## src/rtl/accum_pkg.sv

```systemverilog
// Shared definitions for the accumulate stage: FSM state encoding and the
// saturation constant helper used for the beat counter.
package accum_pkg;

  typedef enum logic [1:0] {
    IDLE  = 2'd0,
    ACCUM = 2'd1,
    HOLD  = 2'd2
  } state_e;

  // All-ones value of a counter that is w bits wide (w <= 32).
  function automatic logic [31:0] cnt_sat_max(input int w);
    logic [32:0] one_hot;
    one_hot = 33'd1 << w;
    return 32'(one_hot - 33'd1);
  endfunction

endpackage

```

## src/rtl/accum_result_reg.sv

```systemverilog
// Result holding register for the accumulate stage. Captures a committed
// packet result, raises valid, and keeps the payload stable until the
// downstream side takes it. clear drops valid but leaves the payload.
module accum_result_reg
  import accum_pkg::*;
#(
  parameter int N     = 8,
  parameter int CNT_W = 8
) (
  input  logic             clk,
  input  logic             rst_n,
  input  logic             clear_i,
  input  logic             load_i,
  input  logic [N-1:0]     sum_i,
  input  logic             cout_i,
  input  logic [CNT_W-1:0] count_i,
  input  logic             ready_i,
  output logic             valid_o,
  output logic [N-1:0]     sum_o,
  output logic             cout_o,
  output logic [CNT_W-1:0] count_o
);

  logic             valid_q, valid_d;
  logic [N-1:0]     sum_q, sum_d;
  logic             cout_q, cout_d;
  logic [CNT_W-1:0] count_q, count_d;

  // Next-state: clear wins, then a new commit, then a completed handshake.
  always_comb begin
    valid_d = valid_q;
    sum_d   = sum_q;
    cout_d  = cout_q;
    count_d = count_q;
    if (clear_i) begin
      valid_d = 1'b0;
    end else if (load_i) begin
      valid_d = 1'b1;
      sum_d   = sum_i;
      cout_d  = cout_i;
      count_d = count_i;
    end else if (valid_q && ready_i) begin
      valid_d = 1'b0;
    end else begin
      valid_d = valid_q;
    end
  end

  // Output registers, zeroed by the asynchronous reset.
  always_ff @(posedge clk or negedge rst_n) begin
    if (!rst_n) begin
      valid_q <= 1'b0;
      sum_q   <= '0;
      cout_q  <= 1'b0;
      count_q <= '0;
    end else begin
      valid_q <= valid_d;
      sum_q   <= sum_d;
      cout_q  <= cout_d;
      count_q <= count_d;
    end
  end

  assign valid_o = valid_q;
  assign sum_o   = sum_q;
  assign cout_o  = cout_q;
  assign count_o = count_q;

endmodule

```

## src/rtl/accum_stage.sv

```systemverilog
// Packet accumulate stage: sums the operand beats of a packet, tracks a
// sticky carry and a saturating beat count, and presents the result through
// a valid/ready holding register. Input is stalled while a result is held.
// Optional build macro: ACCUM_SATURATE_EN clamps the sum to all-ones on the
// first carry instead of wrapping.
module accum_stage
  import accum_pkg::*;
#(
  parameter int N     = 8,
  parameter int CNT_W = 8
) (
  input  logic             clk,
  input  logic             rst_n,
  input  logic             clear,
  input  logic             in_valid,
  output logic             in_ready,
  input  logic [N-1:0]     in_data,
  input  logic             in_last,
  output logic             out_valid,
  input  logic             out_ready,
  output logic [N-1:0]     out_sum,
  output logic             out_cout,
  output logic [CNT_W-1:0] out_count
);

  localparam logic [CNT_W-1:0] CNT_MAX = CNT_W'(cnt_sat_max(CNT_W));

  state_e           state_q, state_d;
  logic [N-1:0]     acc_q, acc_d;
  logic             carry_q, carry_d;
  logic [CNT_W-1:0] count_q, count_d;
  logic [N:0]       sum_ext_s;
  logic             accept_s;
  logic             commit_s;

  assign in_ready = (state_q != HOLD);
  assign accept_s = in_valid && in_ready;

  // Datapath and state transitions; clear overrides everything.
  always_comb begin
    state_d   = state_q;
    acc_d     = acc_q;
    carry_d   = carry_q;
    count_d   = count_q;
    commit_s  = 1'b0;
    sum_ext_s = {1'b0, acc_q} + {1'b0, in_data};
    if (clear) begin
      state_d = IDLE;
      acc_d   = '0;
      carry_d = 1'b0;
      count_d = '0;
    end else begin
      case (state_q)
        IDLE, ACCUM: begin
          if (accept_s) begin
            if (state_q == IDLE) begin
              acc_d   = in_data;
              carry_d = 1'b0;
              count_d = CNT_W'(1);
            end else begin
`ifdef ACCUM_SATURATE_EN
              if (sum_ext_s[N] || carry_q) begin
                acc_d = {N{1'b1}};
              end else begin
                acc_d = sum_ext_s[N-1:0];
              end
`else
              acc_d = sum_ext_s[N-1:0];
`endif
              carry_d = carry_q | sum_ext_s[N];
              count_d = (count_q == CNT_MAX) ? CNT_MAX : count_q + CNT_W'(1);
            end
            if (in_last) begin
              state_d  = HOLD;
              commit_s = 1'b1;
            end else begin
              state_d = ACCUM;
            end
          end else begin
            state_d = state_q;
          end
        end
        HOLD: begin
          if (out_valid && out_ready) begin
            state_d = IDLE;
          end else begin
            state_d = HOLD;
          end
        end
        default: begin
          state_d = IDLE;
        end
      endcase
    end
  end

  // State and accumulator registers.
  always_ff @(posedge clk or negedge rst_n) begin
    if (!rst_n) begin
      state_q <= IDLE;
      acc_q   <= '0;
      carry_q <= 1'b0;
      count_q <= '0;
    end else begin
      state_q <= state_d;
      acc_q   <= acc_d;
      carry_q <= carry_d;
      count_q <= count_d;
    end
  end

  accum_result_reg #(
    .N     (N),
    .CNT_W (CNT_W)
  ) u_result (
    .clk     (clk),
    .rst_n   (rst_n),
    .clear_i (clear),
    .load_i  (commit_s),
    .sum_i   (acc_d),
    .cout_i  (carry_d),
    .count_i (count_d),
    .ready_i (out_ready),
    .valid_o (out_valid),
    .sum_o   (out_sum),
    .cout_o  (out_cout),
    .count_o (out_count)
  );

endmodule

```

## config.mk

```make
export PLATFORM = sky130hd
export DESIGN_NAME = accum_stage
export DESIGN_NICKNAME = d
export VERILOG_FILES = /design/src/rtl/accum_pkg.sv /design/src/rtl/accum_result_reg.sv /design/src/rtl/accum_stage.sv
export SDC_FILE = /design/constraint.sdc
export NUM_CORES = 1
export LEC_CHECK = 0
export ABC_AREA = 1
export CAP_MARGIN = 20
export CELL_PAD_IN_SITES_DETAIL_PLACEMENT = 0
export CELL_PAD_IN_SITES_GLOBAL_PLACEMENT = 1
export CORE_MARGIN = 2
export CORE_UTILIZATION = 30
export CTS_CLUSTER_SIZE = 40
export DETAILED_ROUTE_END_ITERATION = 10
export GPL_TIMING_DRIVEN = 0
export PLACE_DENSITY = 0.62
export REMOVE_ABC_BUFFERS = 1
export SYNTH_ARGS = -nofsm -noshare
export SYNTH_HDL_FRONTEND = slang
export SYNTH_HIERARCHICAL = 1
export SYNTH_SLANG_ARGS = --single-unit
```

## constraint.sdc

```tcl
create_clock -name clk -period 3.8 [get_ports clk]
set_input_delay 0.76 -clock clk [delete_from_list [all_inputs] [get_ports clk]]
set_output_delay 0.76 -clock clk [all_outputs]
set_load 0.01 [all_outputs]
```

==> results of run 1 <==
## power groups by stage
| stage | clock network (W) | registers (W) | logic [W] |
|---|---|---|---|
| floorplan | 0 | 0.000455 | 0.000111 |
| global placement | 0 | 0.000453 | 0.000212 |
| detailed placement | 0 | 0.000452 | 0.000215 |
| CTS | 0.000291 | 0.000445 | 0.000216 |
| global route | 0.000305 | 0.000449 | 0.000242 |
| finish | 0.000276 | 0.000445 | 0.000213 |
## cell usage in the layout, fill, tap and decap left out, types with 2 or more instances in the layout
| cell | Yosys | layout |
|---|---|---|
| ha_1 | 9 | 9 |
| clkbuf_8 | 1 | 6 |
| nand2_2 | 5 | 5 |
| inv_2 | 3 | 3 |
| a21oi_1 | 19 | 19 |
| nand2_1 | 89 | 89 |
| clkdlybuf4s50_1 | 0 | 31 |
| or2_2 | 2 | 2 |
| dfrtp_1 | 37 | 37 |
| inv_1 | 22 | 22 |
| nand3_1 | 28 | 28 |
| nor2_1 | 18 | 17 |
| a31oi_1 | 3 | 3 |
| o21ai_0 | 19 | 19 |
| nand4_1 | 2 | 2 |
## per-stage QoR
stage | std cells | cell area [sq um] | util, % | power [W]
6_report | 404 | 2600 | 37.8 | 0.000934
5_1_grt | 404 | 2600 | 37.8 | 0.000995
4_1_cts | 404 | 2600 | 37.8 | 0.000952
3_5_place_dp | 397 | 2510 | 36.6 | 0.000667
3_3_place_gp | 396 | 2500 | 36.4 | 0.000665
2_1_floorplan | 268 | 2060 | - | 0.000566
## registers in the layout (all words and copies together) (netlist names)
| name | flops |
|---|---|
| acc_q | 8 |
| count_q | 8 |
| u_result/count_o | 8 |
| u_result/sum_o | 8 |
| state_q | 2 |
| carry_q | 1 |
| u_result/cout_o | 1 |
| u_result/valid_o | 1 |
## routing by layer
layer  track usage [%]  vias up  routed length [microns]  share of wire (%)
li1                  -      959                        -                  -
met1              20.9      850                     2760                 54
met2              22.1       31                     2220                 43
met3              2.80        2                      155                3.0
met4              2.89        0                       19               0.37
met5                 0        -                        0                  0
## worst register-to-register path: cells and delay by family, from the launching register on
kind                   cells  cell delay (ns)
flip-flops                 1             0.52
buffers and inverters      1             0.25
AO/OA/AOI/OAI              3             0.46
AND/OR/NAND/NOR            3             0.61
## final cells by class
class	count	share of cell area (%)
sequential	37	35.6
timing repair buffer	33	12.7
inverter	27	4.05
tap	96	4.62
multi-input combinational	204	39.6
clock buffer	7	3.32
## final timing paths
path,slack [ns],to,cells after the start,startpoint
worst max-delay path,1.38,u_result/sum_o[2],10,in_data[0]
worst min-delay path,0.47,u_result/count_o[5],2,u_result/count_o[5]
worst max register to register,1.90,u_result/sum_o[2],7,state_q[0]
worst min register to register,0.47,u_result/count_o[5],2,u_result/count_o[5]
max in group asynchronous,2.67,u_result/count_o[2],1,rst_n
min in group asynchronous,0.59,state_q[1],1,rst_n
## cells by family (layout without fill, tap and decap cells)
logic type	Yosys count	after routing	synth area share [%]
adders and majority gates	10	10	6.19
and+or+nand+nor	149	149	30.6
xor gates and xnor gates	1	1	0.409
AOI/OAI and AO/OA	44	44	10.7
buffers and inverters	35	67	8.87
DFF	37	37	43.2
==> metrics.md, run 1 <==
| Metric | Value |
|---|---|
| Max-cap violations | `0` |
| Detail Route Antenna Nets | `0` |
| Port Buffers | `32` |
| Most frequent cell after synthesis | `nand2_1` |
| # clock sinks | `37` |
| Setup TNS | `0 ns` |
| Setup Viol. Count Final | `0` |
| FILL cells | `731` |
| Worst setup SP type | `primary input` |
| Max FO, Critical Path | `4` |
| Fin crit share | `63.7%` |
| Layout area overhead | `21.2%` |
| Nets | `332` |
| Vias | `1842` |
| Critical path required time | `4.02 ns` |
| Number of DRC markers in iteration 0 | `89` |
| Pwr Density | `360 mW/mm^2` |
| Post-synthesis async set-or-reset flop share | `100%` |
| Initial DRT Pass Iterations | `4` |
| First-pass GRT wire length | `8710 microns` |
| Sequential area share after synthesis | `43.2%` |
| Top cell type's share of synthesized area | `43.2%` |
| Detailed placement HPWL | `3630 microns` |
| Rel. slew slack | `42.3%` |
| Int Power | `0.000657 W` |
| Fin worst setup slack | `1.38 ns` |
| FP Rows | `30` |
| Placement Setup Slack | `1.10 ns` |
| GPL Wtd Cong | `0.752` |
| CP peak stage delay | `0.44 ns` |
| Worst path bufs/invs | `2` |
| Cts hold-fix bufs | `0` |
| Core area | `0.00687 sq mm` |
| Routed length per instance | `12.7 microns` |
| Area of the mapped netlist | `0.00214 sq mm` |
| DRC Markers | `0` |
| Worst-skew pair later-pin latency | `0.28 ns` |
| Post-synth top cells | `nand2_1 (89), dfrtp_1 (37), nand3_1 (28)` |
| Worst-margin pin slew | `0.866 ns` |
| Clock share of power | `29.6%` |
| CTS tree | `built` |
| Slowest-stage cell, CP | `fa_1` |
| Static Leakage | `1.27 nW` |
| Achievable frequency | `413 MHz` |
| Total wire length | `5150 microns` |
| Initial core utilization | `31.2%` |
| Ys Warns | `6` |
| ANT cells | `0` |
| Worst Clk Skew | `0.00266 ns` |
| Post-synth EDFFs | `0` |
| Worst-path cell chain | `clkdlybuf4s50_1, ha_1, fa_1, nand2_1, inv_1, o21ai_0, o21ai_0, a21oi_1, nand3_1, nand2_1` |
| Die H | `88.5 microns` |
| Sw frac | `29.6%` |
| Num CTS Buffers | `5` |
| Hold/Removal Path Class | `reg -> reg` |
| Worst VDD drop | `0.000204 V` |
| Clk slew on worst S/H paths | `0.07 ns` |
| Mapped Cells | `276` |
| IO Count | `33` |
| Seq cells post-synth | `37` |
| Final Critical Period | `2.42 ns` |
| Die width | `88.5 microns` |
| Slew Viols, Final | `0` |
| Share of layout cells above drive strength 1 | `8.12%` |
| Worst hold margin | `0.472 ns` |
| Switch Pwr | `0.000277 W` |
| Vias in the first global route | `1833` |
| Vias per Instance | `4.56` |
| Die area | `0.00784 sq mm` |
| Clk buf depth | `2` |
| Largest net degree at the start of global routing | `38` |
| H-tree depth | `2` |
| Netlist cell types | `30` |
| Largest area contributor in the netlist | `dfrtp_1` |
| Outcome | `finished, final reports clean` |
| Area of the multi-input gates | `0.00103 sq mm` |
| Gr usage total | `14.3%` |
| Area contributors post-synth | `dfrtp_1 (43%), nand2_1 (16%), nand3_1 (6.5%), ha_1 (5.3%), a21oi_1 (4.4%)` |
| Crit path max-delay family | `adder cells` |
| Critical path arrival | `2.64 ns` |
| Reg power frac | `47.7%` |
| RSZ-0062 raised after global routing | `false` |
| Top_reg_cell synth | `dfrtp_1` |
| Comb pwr share | `22.8%` |
| Post-cts gate resize count | `0` |
| Setup CP Type | `in -> reg` |
| Total grt overflow | `0` |
| Final-report hold violation count | `0` |
| CP endpoint kind | `register` |
| Mean post-synth cell area | `7.77 sq um` |
| Antenna violations before repair | `0` |
| Post-CTS setup buffer count | `0` |
| Sequential cell area | `926 sq um` |
| Clock root buffer | `clkbuf_8` |
Note: power is estimated with default switching activity, not from simulation.
==> run 2: changes to the inputs <==
==> constraint.sdc (replaced) <==
create_clock -name clk -period 2.4 [get_ports clk]
set_input_delay 0.48 -clock clk [delete_from_list [all_inputs] [get_ports clk]]
set_output_delay 0.48 -clock clk [all_outputs]
set_load 0.01 [all_outputs]
==> results of run 2 <==
Same layout as run 1 (identical final DEF). Status: finished, final reports clean.
Among the figures that moved: setup slack after placement 1.10 ns -> -0.0245 ns; setup slack after layout 1.38 ns -> 0.259 ns; hold slack 0.472 ns -> 0.307 ns; register-to-register setup slack 1.90 ns -> 0.50 ns; total power 0.000934 W -> 0.00148 W; worst IR drop on VDD 0.000204 V -> 0.000323 V
